==> src/rtl/srm_pkg.sv <==
// srm_pkg: shared opcode, shift and state encodings for the execute sequencer
package srm_pkg;
  typedef enum logic [1:0] {ALU_ADD, ALU_SUB, ALU_AND, ALU_NOT} alu_op_e;
  typedef enum logic [1:0] {SH_NONE, SH_LSL, SH_LSR, SH_ASR} shift_e;
  typedef enum logic [2:0] {IDLE, RDA, RDB, EXEC, WB} state_e;
endpackage

==> src/rtl/shift_alu.sv <==
// shift_alu: combinational operand-B shifter feeding a 4-function ALU with Z/N/V flags
module shift_alu import srm_pkg::*; #(
  parameter int DATA_W = 16
) (
  input  logic [DATA_W-1:0] a,
  input  logic [DATA_W-1:0] b,
  input  logic [1:0]        alu_op,
  input  logic [1:0]        shift,
  output logic [DATA_W-1:0] c,
  output logic              z,
  output logic              n,
  output logic              v
);
  localparam int M = DATA_W - 1;
  logic [DATA_W-1:0] bsh, sum, dif;
  // shift B, evaluate every ALU function, pick one and derive the flags
  always_comb begin
    bsh = shift == SH_LSL ? {b[M-1:0], 1'b0} :
          shift == SH_LSR ? {1'b0, b[M:1]} :
          shift == SH_ASR ? {b[M], b[M:1]} : b;
    sum = a + bsh;
    dif = a - bsh;
    c = alu_op == ALU_ADD ? sum :
        alu_op == ALU_SUB ? dif :
        alu_op == ALU_AND ? a & bsh : ~bsh;
    v = alu_op == ALU_ADD ? (a[M] == bsh[M]) && (sum[M] != a[M]) :
        alu_op == ALU_SUB ? (a[M] != bsh[M]) && (dif[M] != a[M]) : 1'b0;
    z = c == '0;
    n = c[M];
  end
endmodule

==> src/rtl/exec_sequencer.sv <==
// exec_sequencer: multi-cycle read/read/execute/writeback sequencer driving an 8x16 regfile
module exec_sequencer import srm_pkg::*; #(
  parameter int DATA_W = 16,
  parameter int REG_AW = 3
) (
  input  logic              clk,
  input  logic              reset,
  input  logic              start,
  input  logic [1:0]        alu_op,
  input  logic [1:0]        shift,
  input  logic [REG_AW-1:0] rn,
  input  logic [REG_AW-1:0] rm,
  input  logic [REG_AW-1:0] rd,
  input  logic              wb_en,
  input  logic              s_en,
  input  logic [DATA_W-1:0] rf_data_out,
  output logic [REG_AW-1:0] rf_readnum,
  output logic [REG_AW-1:0] rf_writenum,
  output logic              rf_write,
  output logic [DATA_W-1:0] rf_data_in,
  output logic [DATA_W-1:0] result,
  output logic [2:0]        status,
  output logic              busy,
  output logic              done
);
  state_e state, nxt;
  logic [DATA_W-1:0] a, b, c, alu_c;
  logic [1:0] alu_op_q, shift_q;
  logic [REG_AW-1:0] rm_q, rd_q;
  logic wb_en_q, s_en_q, accept, z, n, v;
  assign accept = start && (state == IDLE || state == WB);
  // next state: a start accepted in WB chains straight into the next RDA
  always_comb begin
    nxt = accept ? RDA :
          state == RDA ? RDB :
          state == RDB ? EXEC :
          state == EXEC ? WB : IDLE;
  end
  // state register
  always_ff @(posedge clk or posedge reset) begin
    if (reset) state <= IDLE;
    else state <= nxt;
  end
  // operand capture, field latching, result and status registers
  always_ff @(posedge clk or posedge reset) begin
    if (reset) begin
      a <= '0;
      b <= '0;
      c <= '0;
      status <= '0;
      rf_readnum <= '0;
      alu_op_q <= '0;
      shift_q <= '0;
      rm_q <= '0;
      rd_q <= '0;
      wb_en_q <= 1'b0;
      s_en_q <= 1'b0;
    end else begin
      if (accept) begin
        alu_op_q <= alu_op;
        shift_q <= shift;
        rm_q <= rm;
        rd_q <= rd;
        wb_en_q <= wb_en;
        s_en_q <= s_en;
        rf_readnum <= rn;
      end
      if (state == RDA) begin
        a <= rf_data_out;
        rf_readnum <= rm_q;
      end
      if (state == RDB) b <= rf_data_out;
      if (state == EXEC) begin
        c <= alu_c;
        if (s_en_q) status <= {z, n, v};
      end
    end
  end
  shift_alu #(.DATA_W(DATA_W)) u_alu (
    .a(a), .b(b), .alu_op(alu_op_q), .shift(shift_q),
    .c(alu_c), .z(z), .n(n), .v(v)
  );
  assign rf_write = state == WB && wb_en_q;
  assign rf_writenum = rd_q;
  assign rf_data_in = c;
  assign result = c;
  assign busy = state != IDLE;
  assign done = state == WB;
endmodule

==> config.mk <==
export PLATFORM = sky130hd
export DESIGN_NAME = exec_sequencer
export DESIGN_NICKNAME = d
export VERILOG_FILES = /design/src/rtl/srm_pkg.sv /design/src/rtl/shift_alu.sv /design/src/rtl/exec_sequencer.sv
export SDC_FILE = /design/constraint.sdc
export NUM_CORES = 1
export LEC_CHECK = 0
export CAP_MARGIN = 40
export CORE_AREA = 4 4 107 109
export CTS_BUF_LIST = sky130_fd_sc_hd__clkbuf_4 sky130_fd_sc_hd__clkbuf_8 sky130_fd_sc_hd__clkbuf_16
export DETAILED_ROUTE_END_ITERATION = 7
export DIE_AREA = 0 0 111 113
export PLACE_DENSITY = 0.76
export RECOVER_POWER = 100
export SYNTH_ARGS = -nofsm -noshare
export SYNTH_HDL_FRONTEND = slang
export SYNTH_SLANG_ARGS = --single-unit
==> constraint.sdc <==
create_clock -name clk -period 3.3 [get_ports clk]
set_input_delay 0.33 -clock clk [delete_from_list [all_inputs] [get_ports clk]]
set_output_delay 0.33 -clock clk [all_outputs]
set_load 0.05 [all_outputs]
[After elaboration in Yosys (flattened, before gate mapping)]
Index checks and enable logic that the tools add are counted.
Operators by class
  $add $sub $neg: 2
  eq/ne operators: 13
  muxes and demuxes: 14
  bitwise logic cells: 2
  reduce and logical (&&, ||, !) cells: 11
Operator list (count)
  $mux W16: 5
  $mux W3: 6
  $add A16 B16 Y16: 1
  $and A16 B16 Y16: 1
  $logic_not A16 Y1: 1
  $not A16 Y16: 1
  $sub A16 B16 Y16: 1
  $mux W15: 1
  $eq A2 B2 Y1 const B: 3
  $eq A3 B2 Y1 const B: 2
  $eq A2 B1 Y1 const B: 2
  $logic_and A1 B1 Y1: 4
  $eq A3 B1 Y1 const B: 1
  $eq A3 B3 Y1 const B: 1
  $logic_not A3 Y1: 1
  $ne A1 B1 Y1: 3
  $reduce_bool A3 Y1: 1
  $logic_not A2 Y1: 1
  $mux W1: 2
  $reduce_and A2 Y1: 1
  $reduce_bool A2 Y1: 1
  $eq A1 B1 Y1: 1
  $logic_or A1 B1 Y1: 1
Word-level totals
  bits in registers: 69
  word-level logic and storage cells: 54

[Logic depth before layout (Yosys ltp)]
Gate-level depths: netlist of run 1.
  word-level depth: 9
  gate-level depth with buffers: 15
  gate-level depth less buffers: 13

[Cells and area by module]
From an unflattened synthesis of run 1, not the netlist that was laid out.
Second synthesis, totals
  cell total of the unflattened synthesis: 606
  area total of the unflattened synthesis: 5046.1 sq um
Modules (own cells, without submodules)
  exec_sequencer: instances 1, cells an instance 273, area each 2806.4 sq um, seq. area each 1726.7 sq um
  shift_alu: instances 1, cells an instance 333, area each 2239.6 sq um, seq. area each 0.0 sq um

[Worst setup path after synthesis of run 1]
No wires, ideal clock.
  kind: flip-flop to flip-flop
  from: register shift_q[1]
  to: register status[2]
  library setup time: 122 ps
  arrival: 3327 ps
  required time: 3178 ps
  slack: -148 ps
  cell stages (with the launch flop): 16
  period minus slack after synthesis: 3448 ps
  path through: dfrtp_1 -> clkbuf_1 -> buf_2 -> buf_2 -> nand2_1 -> o21ai_0 -> ha_1 -> clkinv_1 -> nand2_1 -> o32a_1 -> a311o_1 -> nand2_1 -> o41ai_1 -> or4_1 -> a32o_1 -> a32o_1
Between the ends
  word-level cells in the longest chain between the ends: 9
RTL lines
  from (decl): line exec_sequencer.sv:28  | logic [1:0] alu_op_q, shift_q;
  from (signal assigned): line exec_sequencer.sv:61  | shift_q <= shift;
  $eq A2 B2 Y1: line shift_alu.sv:20  | shift == SH_ASR ? {b[M], b[M:1]} : b;
  $mux W15: line shift_alu.sv:20
  $mux W16: line shift_alu.sv:19  | shift == SH_LSR ? {1'b0, b[M:1]} :
  $mux W16 *: line shift_alu.sv:18  | bsh = shift == SH_LSL ? {b[M-1:0], 1'b0} :
  branches (longest 3 deep; another with $sub A16 B16 Y16)
  $mux W16 *: line shift_alu.sv:23  | c = alu_op == ALU_ADD ? sum :
  $logic_not A16 Y1 *: line shift_alu.sv:28  | z = c == '0;
  to (signal assigned): line exec_sequencer.sv:75  | if (s_en_q) status <= {z, n, v};
  to (decl): line exec_sequencer.sv:22  | output logic [2:0] status,
Mark *: on every way between the ends.
A chain may end at the register's enable or synchronous reset.

[Worst setup path in the final report of run 1]
  from: register shift_q[0]
  to: register status[2]
Same word-level chain as after synthesis.

==> results of run 1 <==
-- how the worst max path moves through the flow --
| stage | endpoint | startpoint | cells after the start |
|---|---|---|---|
| after floorplan | status[2] | shift_q[1] | 13 |
| after global placement | status[2] | shift_q[0] | 12 |
| after detailed placement | status[2] | shift_q[0] | 13 |
| after CTS | status[2] | shift_q[0] | 13 |
| after global routing | status[2] | shift_q[0] | 13 |
| final | status[2] | shift_q[0] | 13 |
-- cell usage after synthesis, drive strengths merged (7+ instances only) --
library cell	n	area, um^2
nor3	8	40.0
ha	32	400
mux2i	22	220
mux2	41	462
dfrtp	69	1730
nand2b	7	43.8
o21bai	8	60.1
buf	31	200
xnor2	8	70.1
clkbuf	16	61.3
a21oi	27	135
inv	31	116
nand2	65	244
a211oi	10	80.1
o21ai	39	195
nor2	39	146
-- stage by stage --
| stage | hold slack (ns) | utilization, % | cell area [um^2] |
|---|---|---|---|
| 3_5_place_dp | 0.479 | 60.2 | 6380 |
| 2_1_floorplan | 0.446 | - | 5130 |
| 6_report | 0.485 | 64.3 | 6810 |
| 3_3_place_gp | 0.467 | 60.2 | 6380 |
| 5_1_grt | 0.518 | 64.3 | 6810 |
| 4_1_cts | 0.429 | 63.6 | 6740 |
-- cell type report --
| class | count | area [um^2] |
|---|---|---|
| clock buffers | 10 | 138 |
| fillers | 871 | 3790 |
| repair buffers | 156 | 1370 |
| flip-flops and latches | 69 | 1730 |
| inverters | 33 | 124 |
| clock inverters | 6 | 116 |
| well taps | 140 | 175 |
| multi-input cells | 416 | 3160 |
-- cell families after synthesis --
| logic type | synth area share (%) |
|---|---|
| mux | 13.8 |
| buf+inv | 7.55 |
| xor+xnor | 2.23 |
| flops | 33.8 |
| simple gates | 14.9 |
| fa+ha+maj | 8.62 |
| compound gates | 19.1 |
-- worst register-to-register path: cells and delay by family (launching register included) --
family / cells / cell delay (ns)
AO/OA/AOI/OAI: 6 / 1.29
adder cells (fa/ha/maj): 2 / 0.58
AND/OR/NAND/NOR: 5 / 0.95
flip-flops: 1 / 0.48
-- routing by layer --
metal / share of wire [%] / global-route usage [%] / wire, um
met5: 0 / 0 / 0
met3: 6.2 / 3.26 / 832
met4: 1.8 / 7.47 / 247
met2: 45 / 35.2 / 6090
met1: 47 / 29.7 / 6260
-- registers in the layout (all words and copies together), names as in the netlist --
register,cells
status,3
b,16
result,16
rf_readnum,3
a,16
s_en_q,1
shift_q,2
state,3
alu_op_q,2
wb_en_q,1
rf_writenum,3
rm_q,3
-- repair_timing --
action                                  in CTS  in global routing
pin swaps                                   19                  6
cloned                                       0                  0
resized for setup                           21                 19
endpoints found under the setup margin       8                 11
setup buffers                                5                  1
hold buffers                                 0                  0
==> results.md, run 1 <==
- Outcome: finished, violations left
- Failing checks: negative setup slack
- Achievable Freq: 293 MHz
- First-pass GRT wire length: 22.4 mm
- Worst reg2reg setup slack: -0.11 ns
- Initial antenna violation count: 0
- Distinct cells, synth: 71
- Worst Hold Launch: result[7]
- H-Tree Depth: 3
- # DRC: 0
- Final ANT Viol Nets: 0
- Die W: 111 um
- Synthesized area per cell: 9.04 um^2
- Final setup margin: -0.108 ns
- CTS Buf Count: 9
- RR Startpoint: shift_q[0]
- Starting density of the core: 48.2%
- Maximum buffer depth of the clock tree: 2
- FFs w/ async S/R, synth: 100%
- DR vias: 4673
- Crit path kind: flop to flop
- Hold depth: 2
- Place WS: -0.445 ns
- CP max stage delay: 0.48 ns
- Detailed placement HPWL: 10.3 mm
- Core ar.: 10600 um^2
- EDFF count, synth: 0
- Slew @ Worst Pin: 1.32 ns
- CP max stage cell: dfrtp_2
- Data required time at the worst endpoint: 3.54 ns
- Family with the most delay on the worst path: compound AO/OA/AOI/OAI gates
- Syn. warnings: 0
- Setup Skew: 0.0176 ns
- Placer congestion estimate: 0.911
- Worst hold path class: flop to flop
- Vias in the first global route: 4625
- Most common cell after layout, fill and taps aside: buf_4
- Largest net degree at the start of global routing: 37
- Vias/cell: 5.63
- Syn Inst Count: 565
- Placed cells: 808
- Die Ht: 113 um
- Final setup fails: 3
- Min Clock Period, post-route: 3.41 ns
- Main synth FF type: dfrtp_1
- CTS sink cnt: 69
- Grt ovf: 0
- Crit share post-route: 103%
- Std-Cell Rows: 38
- Slew Limit Fails: 0
- Cell Chain, Critical Path: nor3b_2, or2_4, ha_4, fa_2, nor2_1, o311a_1, o2111ai_2, a311o_1, nand2_1, o41ai_1, or4_1, a32o_1, a32o_1
- Relative slew slack: 11.6%
- Die area: 12500 um^2
- Routed wire per std cell: 16.2 um
- Unrepaired setup endpoints after global routing: true
- Hold Vio Cnt, Final: 0
- Clock transition at path regs: 0.08 ns
- Total track usage: 21.6%
- Kind of end point of the critical path: flop
- CP bufs+invs: 0
- Hold Path Sink: result[7]
- Final nets: 753
- FF-to-FF End: status[2]
- Share of post-route cells with drive strength above 1: 25.1%
- Max_cap viols: 0
- N_diodes: 0
- Worst-path fanout max: 8
- Total Wirelength: 13.4 mm
- Clock root buffer: clkbuf_8
- Layout area overhead: 33.4%
- Mapped cell area: 5110 um^2
- Post-Layout Cell Count: 830
- Worst reg2reg path depth: 13
- Most frequent cell on the critical path: a32o_1
- Setup_tns: -0.165 ns
- I/O pins: 78
- Yosys reg bits: 69
- Most frequent cells in the layout: buf_4, dfrtp_1, nand2_1
- Clock tree from TritonCTS: built
- Setup crit start kind: flop
- Sequential area share after synthesis: 33.8%
- Crit path arrival time: 3.65 ns
- Initial drt markers: 287
- Detailed-router iteration count before antenna repair: 5
- Mapped Nets: 633
- Worst skew pair latency: 0.36 ns
- IO Port Bufs: 77
Power of run 1 is left out: the tool's default activity adds up to more than one toggle a clock period on the data nets, which glitch-free logic cannot reach.
==> run 2, diff against run 1 <==
--- a/config.mk
+++ b/config.mk
@@ -6,10 +6,10 @@
 export NUM_CORES = 1
 export LEC_CHECK = 0
 export CAP_MARGIN = 40
-export CORE_AREA = 4 4 107 109
+export CORE_AREA = 2 2 105 107
 export CTS_BUF_LIST = sky130_fd_sc_hd__clkbuf_4 sky130_fd_sc_hd__clkbuf_8 sky130_fd_sc_hd__clkbuf_16
 export DETAILED_ROUTE_END_ITERATION = 7
-export DIE_AREA = 0 0 111 113
+export DIE_AREA = 0 0 107 109
 export PLACE_DENSITY = 0.76
 export RECOVER_POWER = 100
 export SYNTH_ARGS = -nofsm -noshare
==> constraint.sdc (replaced) <==
create_clock -name clk -period 2.95 [get_ports clk]
set_input_delay 0.295 -clock clk [delete_from_list [all_inputs] [get_ports clk]]
set_output_delay 0.295 -clock clk [all_outputs]
set_load 0.05 [all_outputs]
==> run 2 against run 1 <==
The flow still finishes with violations (negative setup slack). Via count increased by 4.5%. Global-route usage is 4.2 points higher. Count of clock-buffer cells in the layout unchanged. Flip-flop and latch count unchanged. Non-clock buffer count is 42 higher. Critical path depth stayed put. Critical endpoint unchanged.
==> results.md, run 2 (synthesized netlist as in run 1, its figures left out) <==
- Outcome: finished, violations left (unchanged)
- Failing checks: negative setup slack (unchanged)
- Place WS: -0.612 ns (was -0.445 ns)
- # DRC: 0 (unchanged)
- Clock transition at path regs: 0.09 ns (was 0.08 ns)
- Routed wire per std cell: 16.9 um (was 16.2 um)
- Unrepaired setup endpoints after global routing: true (unchanged)
- Grt ovf: 0 (unchanged)
- Placed cell area: 6670 um^2 (was 6380 um^2)
- Worst-path fanout max: 4 (was 8)
- Kind of end point of the critical path: flop (unchanged)
- Most common cell after layout, fill and taps aside: buf_4 (unchanged)
- Final ANT Viol Nets: 0 (unchanged)
- Final setup fails: 11 (was 3)
- Core ar.: 10600 um^2 (unchanged)
- Final instance area: 7470 um^2 (was 6810 um^2)
- Std-Cell Rows: 38 (unchanged)
- Register area: 1730 um^2 (unchanged)
- Die area: 11700 um^2 (was 12500 um^2)
- Initial drt markers: 283 (was 287)
- Data required time at the worst endpoint: 3.20 ns (was 3.54 ns)
- Vias in the first global route: 4632 (was 4625)
- Clock tree from TritonCTS: built (unchanged)
- Setup_tns: -2.16 ns (was -0.165 ns)
- Die Ht: 109 um (was 113 um)
- Max_cap viols: 0 (unchanged)
- Worst reg2reg path depth: 13 (unchanged)
- Final nets: 795 (was 753)
- Crit share post-route: 115% (was 103%)
- Hold slack: 0.445 ns (was 0.485 ns)
- Share of post-route cells with drive strength above 1: 35.7% (was 25.1%)
- Vias/cell: 5.60 (was 5.63)
- Final setup margin: -0.451 ns (was -0.108 ns)
- Worst reg2reg setup slack: -0.45 ns (was -0.11 ns)
- Layout area overhead: 46.2% (was 33.4%)
- Detailed-router iteration count before antenna repair: 5 (unchanged)
- Total track usage: 25.9% (was 21.6%)
- # hold bufs at CTS: 0 (unchanged)
- Total Wirelength: 14.7 mm (was 13.4 mm)
- First-pass GRT wire length: 23.3 mm (was 22.4 mm)
- DR vias: 4884 (was 4673)
- Relative slew slack: 27.0% (was 11.6%)
- Worst hold path class: primary input to async pin (was flop to flop)
- Maximum buffer depth of the clock tree: 2 (unchanged)
- Largest net degree at the start of global routing: 42 (was 37)
- CTS sink cnt: 69 (unchanged)
- Min Clock Period, post-route: 3.40 ns (was 3.41 ns)
- Fill cell count: 826 (was 871)
- FF-to-FF End: status[2] (unchanged)
- N_diodes: 0 (unchanged)
- Die W: 107 um (was 111 um)
- Initial antenna violation count: 0 (unchanged)
- Clock root buffer: clkbuf_8 (unchanged)
- Slew Limit Fails: 0 (unchanged)
- Crit path arrival time: 3.65 ns (about the same)
- Slew @ Worst Pin: 1.09 ns (was 1.32 ns)
- IO Port Bufs: 77 (unchanged)
- Detailed placement HPWL: 10.7 mm (was 10.3 mm)
- Setup crit start kind: flop (unchanged)
- Worst skew pair latency: 0.37 ns (was 0.36 ns)
- Setup Skew: 0.0159 ns (was 0.0176 ns)
- Most frequent cells in the layout: buf_4, dfrtp_1, nand2_1 (unchanged)
- RR Startpoint: shift_q[1] (was shift_q[0])
- Hold Vio Cnt, Final: 0 (unchanged)
- Achievable Freq: 294 MHz (was 293 MHz)
- I/O pins: 78 (unchanged)
- Crit path kind: flop to flop (unchanged)
- Multi-input gate area: 3490 um^2 (was 3160 um^2)
- Starting density of the core: 48.2% (unchanged)
- H-Tree Depth: 3 (unchanged)
- CTS Buf Count: 9 (unchanged)
- Placer congestion estimate: 0.907 (was 0.911)
run 2: cell type report:
cell class              instances  share of cell area (%)
repair buffers                198                    23.0
clock buffers                  10                    1.76
well taps                     140                    2.35
multi-input cells             416                    46.8
clock inverters                 6                    1.27
inverters                      33                    1.69
flip-flops and latches         69                    23.1
run 2: per-stage QoR:
step,utilization [%],cells
finish,70.4,872
global route,70.4,872
CTS,68.5,868
detailed placement,62.9,839
global placement,62.9,839
floorplan,-,565
run 2: worst max path at each step:
stage                     startpoint   endpoint  slack (ns)  depth (start not counted)
final                     shift_q[1]  status[2]       -0.45                         13
after floorplan           shift_q[1]  status[2]       -0.24                         13
after global placement    shift_q[1]  status[2]       -0.54                         13
after detailed placement  shift_q[0]  status[2]       -0.61                         14
after CTS                 shift_q[1]  status[2]       -0.42                         13
after global routing      shift_q[1]  status[2]       -0.57                         13
run 2: critical path, cell delays in order, from the launching register on:
cell       delay [ns]
dfrtp_1          0.43
and2_4           0.16
or2_4            0.24
ha_4             0.17
fa_2             0.42
nor2_2           0.16
o311a_4          0.21
o2111ai_4        0.12
a311o_1          0.31
nand2_1          0.06
o41ai_1          0.07
or4_1            0.41
a32o_1           0.28
a32o_1           0.24
run 2: metal layers:
layer / global-route usage [%] / up-vias / part of all wire, %
li1: - / 2327 / -
met1: 36.1 / 2353 / 46
met2: 42.3 / 177 / 46
met3: 3.05 / 27 / 5.5
met4: 8.16 / 0 / 1.9
met5: 0 / - / 0
run 2: repair_timing:
| item | in CTS | in global routing |
|---|---|---|
| endpoints found under the setup margin | 12 | 12 |
| pin swaps | 29 | 23 |
| setup buffers | 15 | 6 |
| cloned | 0 | 0 |
| resized for setup | 69 | 40 |
Power of run 2 is left out for the same reason.
